## src/rtl/fetch_unit.sv

```systemverilog
// Instruction-fetch stage: owns the PC, reads the combinational program ROM once per
// cycle and buffers {instr, pc} pairs in a 2-entry queue with branch-redirect flush.
module fetch_unit #(
    parameter int                 D_ANCHO  = 32,
    parameter int                 A_ANCHO  = 10,
    parameter logic [A_ANCHO-1:0] RESET_PC = '0
) (
    input  logic               CLK,
    input  logic               RST_N,
    input  logic               EN,
    output logic [A_ANCHO-1:0] ROM_ADDR,
    input  logic [D_ANCHO-1:0] ROM_DOUT,
    input  logic               BR_VALID,
    input  logic [A_ANCHO-1:0] BR_TARGET,
    output logic [D_ANCHO-1:0] INSTR,
    output logic [A_ANCHO-1:0] INSTR_PC,
    output logic               INSTR_VALID,
    input  logic               INSTR_READY,
    output logic [1:0]         DBG_MODE
);

    // Queue occupancy doubles as the mode state: EMPTY=0, PART=1, FULL=2 entries.
    typedef enum logic [1:0] {
        EMPTY = 2'd0,
        PART  = 2'd1,
        FULL  = 2'd2
    } mode_e;

    mode_e              mode_q, mode_d;
    logic [A_ANCHO-1:0] pc_q, pc_d;
    logic [D_ANCHO-1:0] instr_q [2];
    logic [D_ANCHO-1:0] instr_d [2];
    logic [A_ANCHO-1:0] ipc_q   [2];
    logic [A_ANCHO-1:0] ipc_d   [2];
    logic               rd_ptr_q, rd_ptr_d;
    logic               wr_ptr_q, wr_ptr_d;
    logic               pop;
    logic               push;

    // Handshake: an entry transfers on a rising edge where INSTR_VALID and INSTR_READY
    // are both high; INSTR/INSTR_PC hold steady while INSTR_VALID is high and READY is low.
    always_comb begin
        pop  = (mode_q != EMPTY) && INSTR_READY;
        push = EN && !BR_VALID && ((mode_q != FULL) || pop);

        mode_d     = mode_q;
        pc_d       = pc_q;
        rd_ptr_d   = rd_ptr_q;
        wr_ptr_d   = wr_ptr_q;
        instr_d[0] = instr_q[0];
        instr_d[1] = instr_q[1];
        ipc_d[0]   = ipc_q[0];
        ipc_d[1]   = ipc_q[1];

        if (BR_VALID) begin
            // A pop in this cycle is still consumed; everything left behind is discarded.
            pc_d     = BR_TARGET;
            rd_ptr_d = 1'b0;
            wr_ptr_d = 1'b0;
            mode_d   = EMPTY;
        end else begin
            if (push) begin
                instr_d[wr_ptr_q] = ROM_DOUT;
                ipc_d[wr_ptr_q]   = pc_q;
                wr_ptr_d          = ~wr_ptr_q;
                pc_d              = pc_q + A_ANCHO'(1);
            end
            if (pop) begin
                rd_ptr_d = ~rd_ptr_q;
            end
            if (push && !pop) begin
                if (mode_q == EMPTY) begin
                    mode_d = PART;
                end else begin
                    mode_d = FULL;
                end
            end else if (pop && !push) begin
                if (mode_q == FULL) begin
                    mode_d = PART;
                end else begin
                    mode_d = EMPTY;
                end
            end
        end
    end

    always_ff @(posedge CLK or negedge RST_N) begin
        if (!RST_N) begin
            mode_q     <= EMPTY;
            pc_q       <= RESET_PC;
            rd_ptr_q   <= 1'b0;
            wr_ptr_q   <= 1'b0;
            instr_q[0] <= '0;
            instr_q[1] <= '0;
            ipc_q[0]   <= '0;
            ipc_q[1]   <= '0;
        end else begin
            mode_q     <= mode_d;
            pc_q       <= pc_d;
            rd_ptr_q   <= rd_ptr_d;
            wr_ptr_q   <= wr_ptr_d;
            instr_q[0] <= instr_d[0];
            instr_q[1] <= instr_d[1];
            ipc_q[0]   <= ipc_d[0];
            ipc_q[1]   <= ipc_d[1];
        end
    end

    // ROM address comes straight from the PC flop so it only moves on edges or reset.
    assign ROM_ADDR    = pc_q;
    assign INSTR       = instr_q[rd_ptr_q];
    assign INSTR_PC    = ipc_q[rd_ptr_q];
    assign INSTR_VALID = (mode_q != EMPTY);
    assign DBG_MODE    = mode_q;

endmodule

```

## config.mk

```make
export PLATFORM = sky130hd
export DESIGN_NAME = fetch_unit
export DESIGN_NICKNAME = d
export VERILOG_FILES = /design/src/rtl/fetch_unit.sv
export SDC_FILE = /design/constraint.sdc
export NUM_CORES = 1
export LEC_CHECK = 0
export BUFFER_PORTS_ARGS = -buffer_cell sky130_fd_sc_hd__clkbuf_2
export CAP_MARGIN = 25
export CORE_AREA = 4 4 113 115
export DETAILED_ROUTE_END_ITERATION = 10
export DIE_AREA = 0 0 117 119
export SYNTH_ARGS = -nofsm -noshare
export SYNTH_HDL_FRONTEND = slang
export SYNTH_SLANG_ARGS = --single-unit
```

## constraint.sdc

```tcl
create_clock -name CLK -period 3.38 [get_ports CLK]
set_clock_uncertainty 0.15 [all_clocks]
set_input_delay 0.169 -clock CLK [delete_from_list [all_inputs] [get_ports CLK]]
set_output_delay 0.169 -clock CLK [all_outputs]
set_load 0.05 [all_outputs]
```

==> impl_metrics.tcl, run 1 <==
set metrics [dict create \
    regArea_mm2 0.00245 \
    status "complete, no violations" \
    fin_crit_sh_pct 72.4 \
    wl_um 9870 \
    end_kind "flop" \
    power.density_mw_per_mm2 686 \
    cts_sinks 98 \
    worstMarginPinSlew_ps 859 \
    met1_usage_pct 19.4 \
    grt_usage_pct 14.9 \
    fp-row-count 40 \
    yosysUniqueCellTypes 31 \
    netlist_instances 309 \
    io_pins 102 \
    worstPathMaxFanout 23 \
    slew_violations 0 \
    grtUsageMet3_pct 3.15 \
    critical_path_arrival_ps 2530 \
    grt_pass1_vias 3156 \
    cts_buffer_depth 2 \
    htree_num_levels 3 \
    synth_area_leaders "dfrtp_1, mux2_2, mux2_4" \
    area_growth_pct 27.7 \
    yosysTopAreaCell "dfrtp_1" \
    gp_congestion 0.731 \
    die_w_um 117 \
    drtAntennaViolNets 0 \
    max_freq_mhz 409 \
    n_fill_cell 1038 \
    met2_usage_pct 23.5 \
    hold_viol 0 \
    clock-root-buffer "clkbuf_16" \
    synth_nets 357 \
    dieArea_mm2 0.0139 \
    critPathLaunch "INSTR_READY" \
    ir_drop_uv 262 \
    r2r-start "DBG_MODE[0]$_DFFE_PN0P_" \
    drive_gt1_share_pct 54.4 \
    grt_overflow 0 \
    maxSlewHeadroom_pct 42.7 \
    top_usage_layer "met2" \
    post_cts.repair.setup_buffers 0 \
    drc 0 \
    vias_per_cell 4.86 \
    hp-start "EN" \
    synth_warnings 0 \
    period_minus_slack_ps 2450 \
    path_class "input pin to flop" \
    coreArea_mm2 0.0118 \
    diodes 0 \
    final_nets 500 \
    io_buffers 101 \
    numCtsBuffers 9 \
    grt_max_degree 68 \
    vias 2933 \
    totalPowerFinal_w 0.00405 \
    grt_pass1_wl_um 15900 \
    drt_first_pass_iters 4 \
    initial_utilization_pct 39.2 \
    antenna_found_initial 0 \
    setup_tns_ps 0 \
    syn_area_mm2 0.00462 \
    p_leak_nw 2.80 \
    seq_area_frac_synth_pct 53.0 \
    drv_cap 0 \
    syn_area_per_cell_um2 15.0 \
    multi_input_area_mm2 0.00201 \
    avgRoutedWirePerCell_um 16.4 \
    dpl.hpwl_um 6370 \
    yosysTopAreaCellShare_pct 53.0 \
    die_h_um 119 \
    start_kind "input pin" \
    rsz0062_at_grt "false" \
    hp-class "input pin to flop" \
    required_ps 3460 \
    drt-initial-drc-count 151 \
    cts_tree "built" \
    final-setup-viol-count 0 \
    ys_seq_elements 98 \
    path_clk_slew_ps 60 \
    clock_latency_ps 340 \
]
[state kept, by name, indices dropped and copies added (netlist names)]
| name | cells |
|---|---|
| rd_ptr_q | 1 |
| DBG_MODE | 2 |
| instr_q | 64 |
| ipc_q | 20 |
| wr_ptr_q | 1 |
| ROM_ADDR | 10 |
[power breakdown]
part	switching, W	internal, W	leakage [nW]	total (W)
Sequential	0.000190	0.00148	1.18	0.00167
Clock	0.000425	0.000490	0.129	0.000915
Combinational	0.000854	0.000612	1.49	0.00147
[per-stage QoR]
stage | hold slack, ps | instance area (um^2) | setup slack (ps) | instances | utilization (%)
after floorplan | -277 | 4620 | 1200 | 309 | -
after global placement | 181 | 5210 | 1000 | 544 | 44.1
after detailed placement | 185 | 5210 | 934 | 544 | 44.1
after CTS | 132 | 5910 | 875 | 603 | 50.0
after global routing | 169 | 5910 | 794 | 603 | 50.0
final | 153 | 5910 | 934 | 603 | 50.0
[cell usage in the layout, fill, tap and decap left out, types with 2 or more instances in the layout]
cell             n
a21oi_1          3
buf_4            5
clkbuf_1         2
clkbuf_16        9
clkbuf_2       100
clkinv_2         4
dfrtp_1         97
dlygate4sd3_1   44
mux2_1           3
mux2_2          85
mux2_4          40
nand2_1         13
nand4_1          4
nor2_1           9
nor3_1           3
nor4_1           2
o21ai_0          7
o21ai_1          2
xnor2_1          5
xor2_1           5
[cells in the mapped netlist (all sizes together)]
| cell type | number |
|---|---|
| mux2 | 128 |
| dfrtp | 98 |
| nand2 | 13 |
| buf | 11 |
| nor2 | 9 |
| o21ai | 9 |
| clkbuf | 7 |
| xnor2 | 5 |
| xor2 | 5 |
| nand4 | 4 |
| a21oi | 3 |
| nor3 | 3 |
| nor3b | 2 |
| nor4 | 2 |
| nor4b | 2 |
| a221o | 1 |
| a22oi | 1 |
| ha | 1 |
| inv | 1 |
| mux2i | 1 |
| nand3 | 1 |
| nand4bb | 1 |
| or2b | 1 |
[logic make-up after synthesis]
| family | count (synthesis) | synth area share, % |
|---|---|---|
| xor+xnor | 10 | 1.89 |
| simple gates | 38 | 4.71 |
| flops | 98 | 53.0 |
| buf+inv | 19 | 3.79 |
| fa+ha+maj | 1 | 0.271 |
| mux | 129 | 34.6 |
| compound gates | 14 | 1.68 |
[worst max-delay path, stage by stage]
cell	delay, ps
dlygate4sd3_1	530
clkbuf_2	170
nor3b_4	450
nand4bb_4	550
buf_12	290
mux2_2	350
[area by class of cell]
| class | instances | share of cell area [%] |
|---|---|---|
| Clock inverter | 4 | 0.339 |
| Inverter | 1 | 0.0636 |
| Clock buffer | 11 | 3.94 |
| Tap cell | 147 | 3.11 |
| Sequential cell | 98 | 41.5 |
| Timing Repair Buffer | 150 | 16.9 |
| Multi-Input combinational cell | 192 | 34.1 |
[final timing paths]
check / to / slack, ps / cells after the start
setup reg to reg: ipc_q[9]$_DFFE_PN0P_ / 960 / 4
min in group asynchronous: instr_q[29]$_DFFE_PN0P_ / 300 / 2
max in group asynchronous: DBG_MODE[0]$_DFFE_PN0P_ / 1960 / 3
setup / recovery: ipc_q[9]$_DFFE_PN0P_ / 930 / 6
hold reg to reg: instr_q[43]$_DFFE_PN0P_ / 340 / 1
hold / removal: DBG_MODE[1]$_DFFE_PN0P_ / 150 / 3
[routing by layer]
layer / vias to the layer above / routed length, um
li1: 1382 / -
met1: 1448 / 4500
met2: 83 / 4690
met3: 20 / 419
met4: 0 / 261
met5: - / 0
[repair_timing]
action                    in CTS  in global routing
hold endpoints to repair     140                  0
gates resized for setup        0                  0
hold buffers                  44                  0
Power figures use the tool's default switching activity.
==> run 2, diff against run 1 <==
Clock period 3.38 ns to 2.45 ns, I/O delays scaled along.
==> run 2 against run 1 <==
  * Largest power group unchanged
  * Critical path depth down 2
  * Critical endpoint is now ipc_q[3]$_DFFE_PN0P_
  * Via count shrank 1.0%
  * Utilization up 1.1 points
  * Count of clock-buffer cells in the layout up 1
  * Routed wire length shrank 2.8%
  * Combinational power up 39%
  * Largest cell class unchanged
==> impl_metrics.tcl, run 2 (synthesis gave the netlist of run 1 again) <==
set metrics [dict create \
    p_int_w 0.00387 \
    clock_latency_ps 330 \
    max_freq_mhz 480 \
    slowest_stage "nor3b_4" \
    slew_violations 0 \
    setup_tns_ps 0 \
    largest_register_ffs 64 \
    critical_path_arrival_ps 2160 \
    power_frac_comb_pct 34.6 \
    p_leak_nw 2.86 \
    fp-row-count 40 \
    fin_crit_sh_pct 85.1 \
    power.density_mw_per_mm2 975 \
    initial_utilization_pct 39.2 \
    clock-root-buffer "clkbuf_16" \
    max_stage_delay_ps 470 \
    wl_um 9590 \
    post_cts.repair.setup_buffers 0 \
    cts_sinks 98 \
    dpl.hpwl_um 6470 \
    hp-class "input pin to flop" \
    grt_usage_pct 14.5 \
    sequentialPowerShare_pct 38.8 \
    cts-resized-gates 0 \
    drv_cap 0 \
    dieArea_mm2 0.0139 \
    end_kind "flop" \
    htree_num_levels 3 \
    worstPathMaxFanout 13 \
    grt_pass1_vias 3068 \
    area_growth_pct 30.6 \
    diodes 0 \
    power_switching_share_pct 34.3 \
    io_buffers 101 \
    multi_input_area_mm2 0.00201 \
    ir_drop_uv 377 \
    cts_tree "built" \
    r2r_setup_slack_ps 370 \
    regArea_mm2 0.00245 \
    rsz0062_at_grt "false" \
    die_w_um 117 \
    vias 2903 \
    drive_gt1_share_pct 55.2 \
    drt_first_pass_iters 4 \
    crit_buf_inv 1 \
    path_class "flop to flop" \
    start_kind "flop" \
    mostFrequentLayoutCell "clkbuf_2" \
    n_fill_cell 1014 \
    setup_slack_ps 366 \
    cts_buffer_depth 2 \
    drc 0 \
    period_minus_slack_ps 2080 \
    largest_register "instr_q" \
    path_clk_slew_ps 60 \
    final-setup-viol-count 0 \
    grt_overflow 0 \
    drtAntennaViolNets 0 \
    numCtsBuffers 9 \
    final_cell_mix "clkbuf_2, dfrtp_1, mux2_2" \
    avgRoutedWirePerCell_um 15.8 \
    antenna_found_initial 0 \
    die_h_um 119 \
    hold_viol 0 \
    final_nets 503 \
    crit_chain "nor3b_4 -> nand4bb_4 -> buf_4 -> mux2_4" \
    worstMarginPinSlew_ps 464 \
    status "complete, no violations" \
    gp_congestion 0.739 \
    maxSlewHeadroom_pct 69.0 \
    vias_per_cell 4.78 \
    grt_max_degree 47 \
    final_util_pct 51.1 \
    grt_pass1_wl_um 15700 \
    coreArea_mm2 0.0118 \
    required_ps 2520 \
    clkPwrFrac_pct 26.5 \
    p_sw_w 0.00202 \
    holdBufCountCts 44 \
    drt-initial-drc-count 163 \
    io_pins 102 \
    pre_cts_slack_ps 340 \
    crit_family "simple AND/OR/NAND/NOR gates" \
]
[run 2: cell count changes in the layout (fill, tap and decap cells not counted)]
cell,before,now
clkinv_2,4,1
buf_12,1,3
clkbuf_1,2,0
clkbuf_8,0,3
clkinvlp_4,0,1
bufinv_16,0,2
buf_4,5,6
[run 2: per-layer routing]
| layer | wire length, um | global-route usage, % | part of all wire, % |
|---|---|---|---|
| met1 | 4640 | 20.1 | 48 |
| met2 | 4380 | 22.2 | 46 |
| met3 | 392 | 2.74 | 4.1 |
| met4 | 180 | 6.02 | 1.9 |
| met5 | 0 | 0 | 0 |
[run 2: through the flow]
stage,instance area [um^2],total power [W],std cells,hold WS (ps)
after floorplan,4620,0.00389,309,-323
after global placement,5260,0.00427,547,-66.8
after detailed placement,5260,0.00431,547,-62.9
after CTS,6040,0.00596,607,96.0
after global routing,6040,0.00617,607,152
final,6040,0.00589,607,109
[run 2: final cells by class]
type | count | area share [%]
multi-input cells | 192 | 33.3
clock inverters | 4 | 1.20
flip-flops and latches | 98 | 40.6
clock buffers | 12 | 4.41
inverters | 1 | 0.0622
well taps | 147 | 3.05
repair buffers | 153 | 17.3
[run 2: final timing paths]
check,from,endpoint,depth (start not counted)
worst max-delay path,DBG_MODE[0]$_DFFE_PN0P_,ipc_q[3]$_DFFE_PN0P_,4
worst min-delay path,EN,DBG_MODE[1]$_DFFE_PN0P_,3
worst max register to register,DBG_MODE[0]$_DFFE_PN0P_,ipc_q[3]$_DFFE_PN0P_,4
worst min register to register,instr_q[42]$_DFFE_PN0P_,instr_q[42]$_DFFE_PN0P_,1
max in group asynchronous,RST_N,ROM_ADDR[0]$_DFFE_PN0P_,3
min in group asynchronous,RST_N,ipc_q[10]$_DFFE_PN0P_,2
[run 2: power by group through the flow]
stage / Sequential (W) / Combinational (W) / Clock [W]
2_1_floorplan: 0.00230 / 0.00159 / 0
4_1_cts: 0.00229 / 0.00206 / 0.00160
3_5_place_dp: 0.00231 / 0.00200 / 0
3_3_place_gp: 0.00229 / 0.00198 / 0
5_1_grt: 0.00234 / 0.00216 / 0.00167
6_report: 0.00229 / 0.00204 / 0.00156
[run 2: worst min-delay path: cells and delay by family]
kind | cells | cell delay (ps)
AOI/OAI and AO/OA | 1 | 170
buffers and inverters | 1 | 210
and+or+nand+nor | 1 | 50
==> run 3, diff against run 2 <==
Settings changed: CTS_CLUSTER_DIAMETER from default to 30, RECOVER_POWER from default to 50.
==> run 3 against run 2 <==
  * Cell area is 0.64% lower
  * Sequential share of layout area is 0.26 points higher
  * Utilization is 0.33 points lower
  * Register-to-register slack hardly changed
  * Clock power hardly changed
  * Worst hold slack worse by 6.1 ps
  * Sequential power hardly changed
  * Largest cell class unchanged
==> impl_metrics.tcl, run 3 (synthesis gave the netlist of run 1 again) <==
set metrics [dict create \
    final_util_pct 50.8 \
    fin_crit_sh_pct 84.8 \
    die_h_um 119 \
    r2r_cells 4 \
    drt-initial-drc-count 173 \
    drv_cap 0 \
    grt_pass1_vias 3068 \
    mostFrequentLayoutCell "dfrtp_1" \
    worstHoldEndpoint "DBG_MODE[1]$_DFFE_PN0P_" \
    power.density_mw_per_mm2 979 \
    initial_utilization_pct 39.2 \
    holdBufCountCts 44 \
    grt_usage_pct 14.5 \
    htree_num_levels 3 \
    worstMarginPinSlew_ps 1220 \
    slew_violations 0 \
    coreArea_mm2 0.0118 \
    rsz0062_at_grt "false" \
    status "complete, no violations" \
    critPathLaunch "DBG_MODE[0]$_DFFE_PN0P_" \
    cts_tree "built" \
    hp-start "EN" \
    ir_drop_uv 377 \
    grt_max_degree 47 \
    cts-resized-gates 0 \
    hold_viol 0 \
    io_buffers 101 \
    p_leak_nw 2.80 \
    maxSlewHeadroom_pct 18.9 \
    vias 2906 \
    drtAntennaViolNets 0 \
    die_w_um 117 \
    cts_sinks 98 \
    start_kind "flop" \
    max_freq_mhz 481 \
    post_cts.repair.setup_buffers 0 \
    end_kind "flop" \
    vias_per_cell 4.79 \
    numCtsBuffers 9 \
    n_fill_cell 1023 \
    gp_congestion 0.739 \
    dpl.hpwl_um 6470 \
    final-setup-viol-count 0 \
    r2r-start "DBG_MODE[0]$_DFFE_PN0P_" \
    critical_path_arrival_ps 2150 \
    clock-root-buffer "clkbuf_16" \
    cts_buffer_depth 2 \
    drc 0 \
    grt_overflow 0 \
    fp-row-count 40 \
    clock_latency_ps 330 \
    grt_pass1_wl_um 15700 \
    largest_register "instr_q" \
    drt_first_pass_iters 4 \
    min_path_cells 3 \
    avgRoutedWirePerCell_um 15.8 \
    largest_register_ffs 64 \
    dieArea_mm2 0.0139 \
    antenna_found_initial 0 \
    hp-class "input pin to flop" \
    r2r_setup_slack_ps 370 \
    area_growth_pct 29.8 \
    r2r-end "ipc_q[3]$_DFFE_PN0P_" \
    path_class "flop to flop" \
    diodes 0 \
    wl_um 9580 \
    path_clk_slew_ps 60 \
    required_ps 2520 \
    worstPathMaxFanout 13 \
    period_minus_slack_ps 2080 \
    setup_tns_ps 0 \
    final_nets 503 \
    io_pins 102 \
    final_cell_mix "dfrtp_1, mux2_2, clkbuf_2" \
    drive_gt1_share_pct 51.5 \
]
## run 3: cell types whose count changed in the layout (fill, tap and decap cells not counted), sizes merged
cell | previous run | this run
clkbuf | 112 | 114
buf | 9 | 7
## run 3: worst max path at each step
stage,end,slack (ps),depth (start not counted)
3_3_place_gp,instr_q[31]$_DFFE_PN0P_,420,4
2_1_floorplan,ipc_q[0]$_DFFE_PN0P_,270,5
4_1_cts,instr_q[1]$_DFFE_PN0P_,360,4
6_report,ipc_q[3]$_DFFE_PN0P_,370,4
3_5_place_dp,instr_q[29]$_DFFE_PN0P_,340,4
5_1_grt,DBG_MODE[0]$_DFFE_PN0P_,210,3
## run 3: through the flow
stage                     area (um^2)  setup slack (ps)  hold slack (ps)  total power, W  std cells
after floorplan                  4620               275             -323         0.00389        309
after global placement           5260               416            -66.8         0.00427        547
after detailed placement         5260               340            -62.9         0.00431        547
after CTS                        6040               362             96.0         0.00596        607
after global routing             6000               209              151         0.00616        607
final                            6000               371              103         0.00588        607
## run 3: layout make-up
class / instances / area (um^2) / share of cell area, %
clock buffer: 12 / 267 / 4.44
inverter: 1 / 3.75 / 0.0626
clock inverter: 4 / 72.6 / 1.21
tap: 147 / 184 / 3.07
sequential: 98 / 2450 / 40.9
timing repair buffer: 153 / 1010 / 16.8
multi-input combinational: 192 / 2010 / 33.5
## run 3: layer usage
metal | up-vias | GRT usage [%] | share of wire [%]
li1 | 1398 | - | -
met2 | 64 | 22.2 | 46
met3 | 11 | 2.74 | 4.1
met5 | - | 0 | 0
met1 | 1433 | 20.1 | 48
met4 | 0 | 6.02 | 1.9
## run 3: power by group
part	switching (W)	internal, W
Combinational	0.00119	0.000840
Sequential	0.000248	0.00204
Clock	0.000587	0.000976
## run 3: critical path, stage by stage (launching register included)
cell	delay (ps)
dfrtp_1	460
nor3b_4	470
nand4bb_4	260
buf_4	290
mux2_4	320
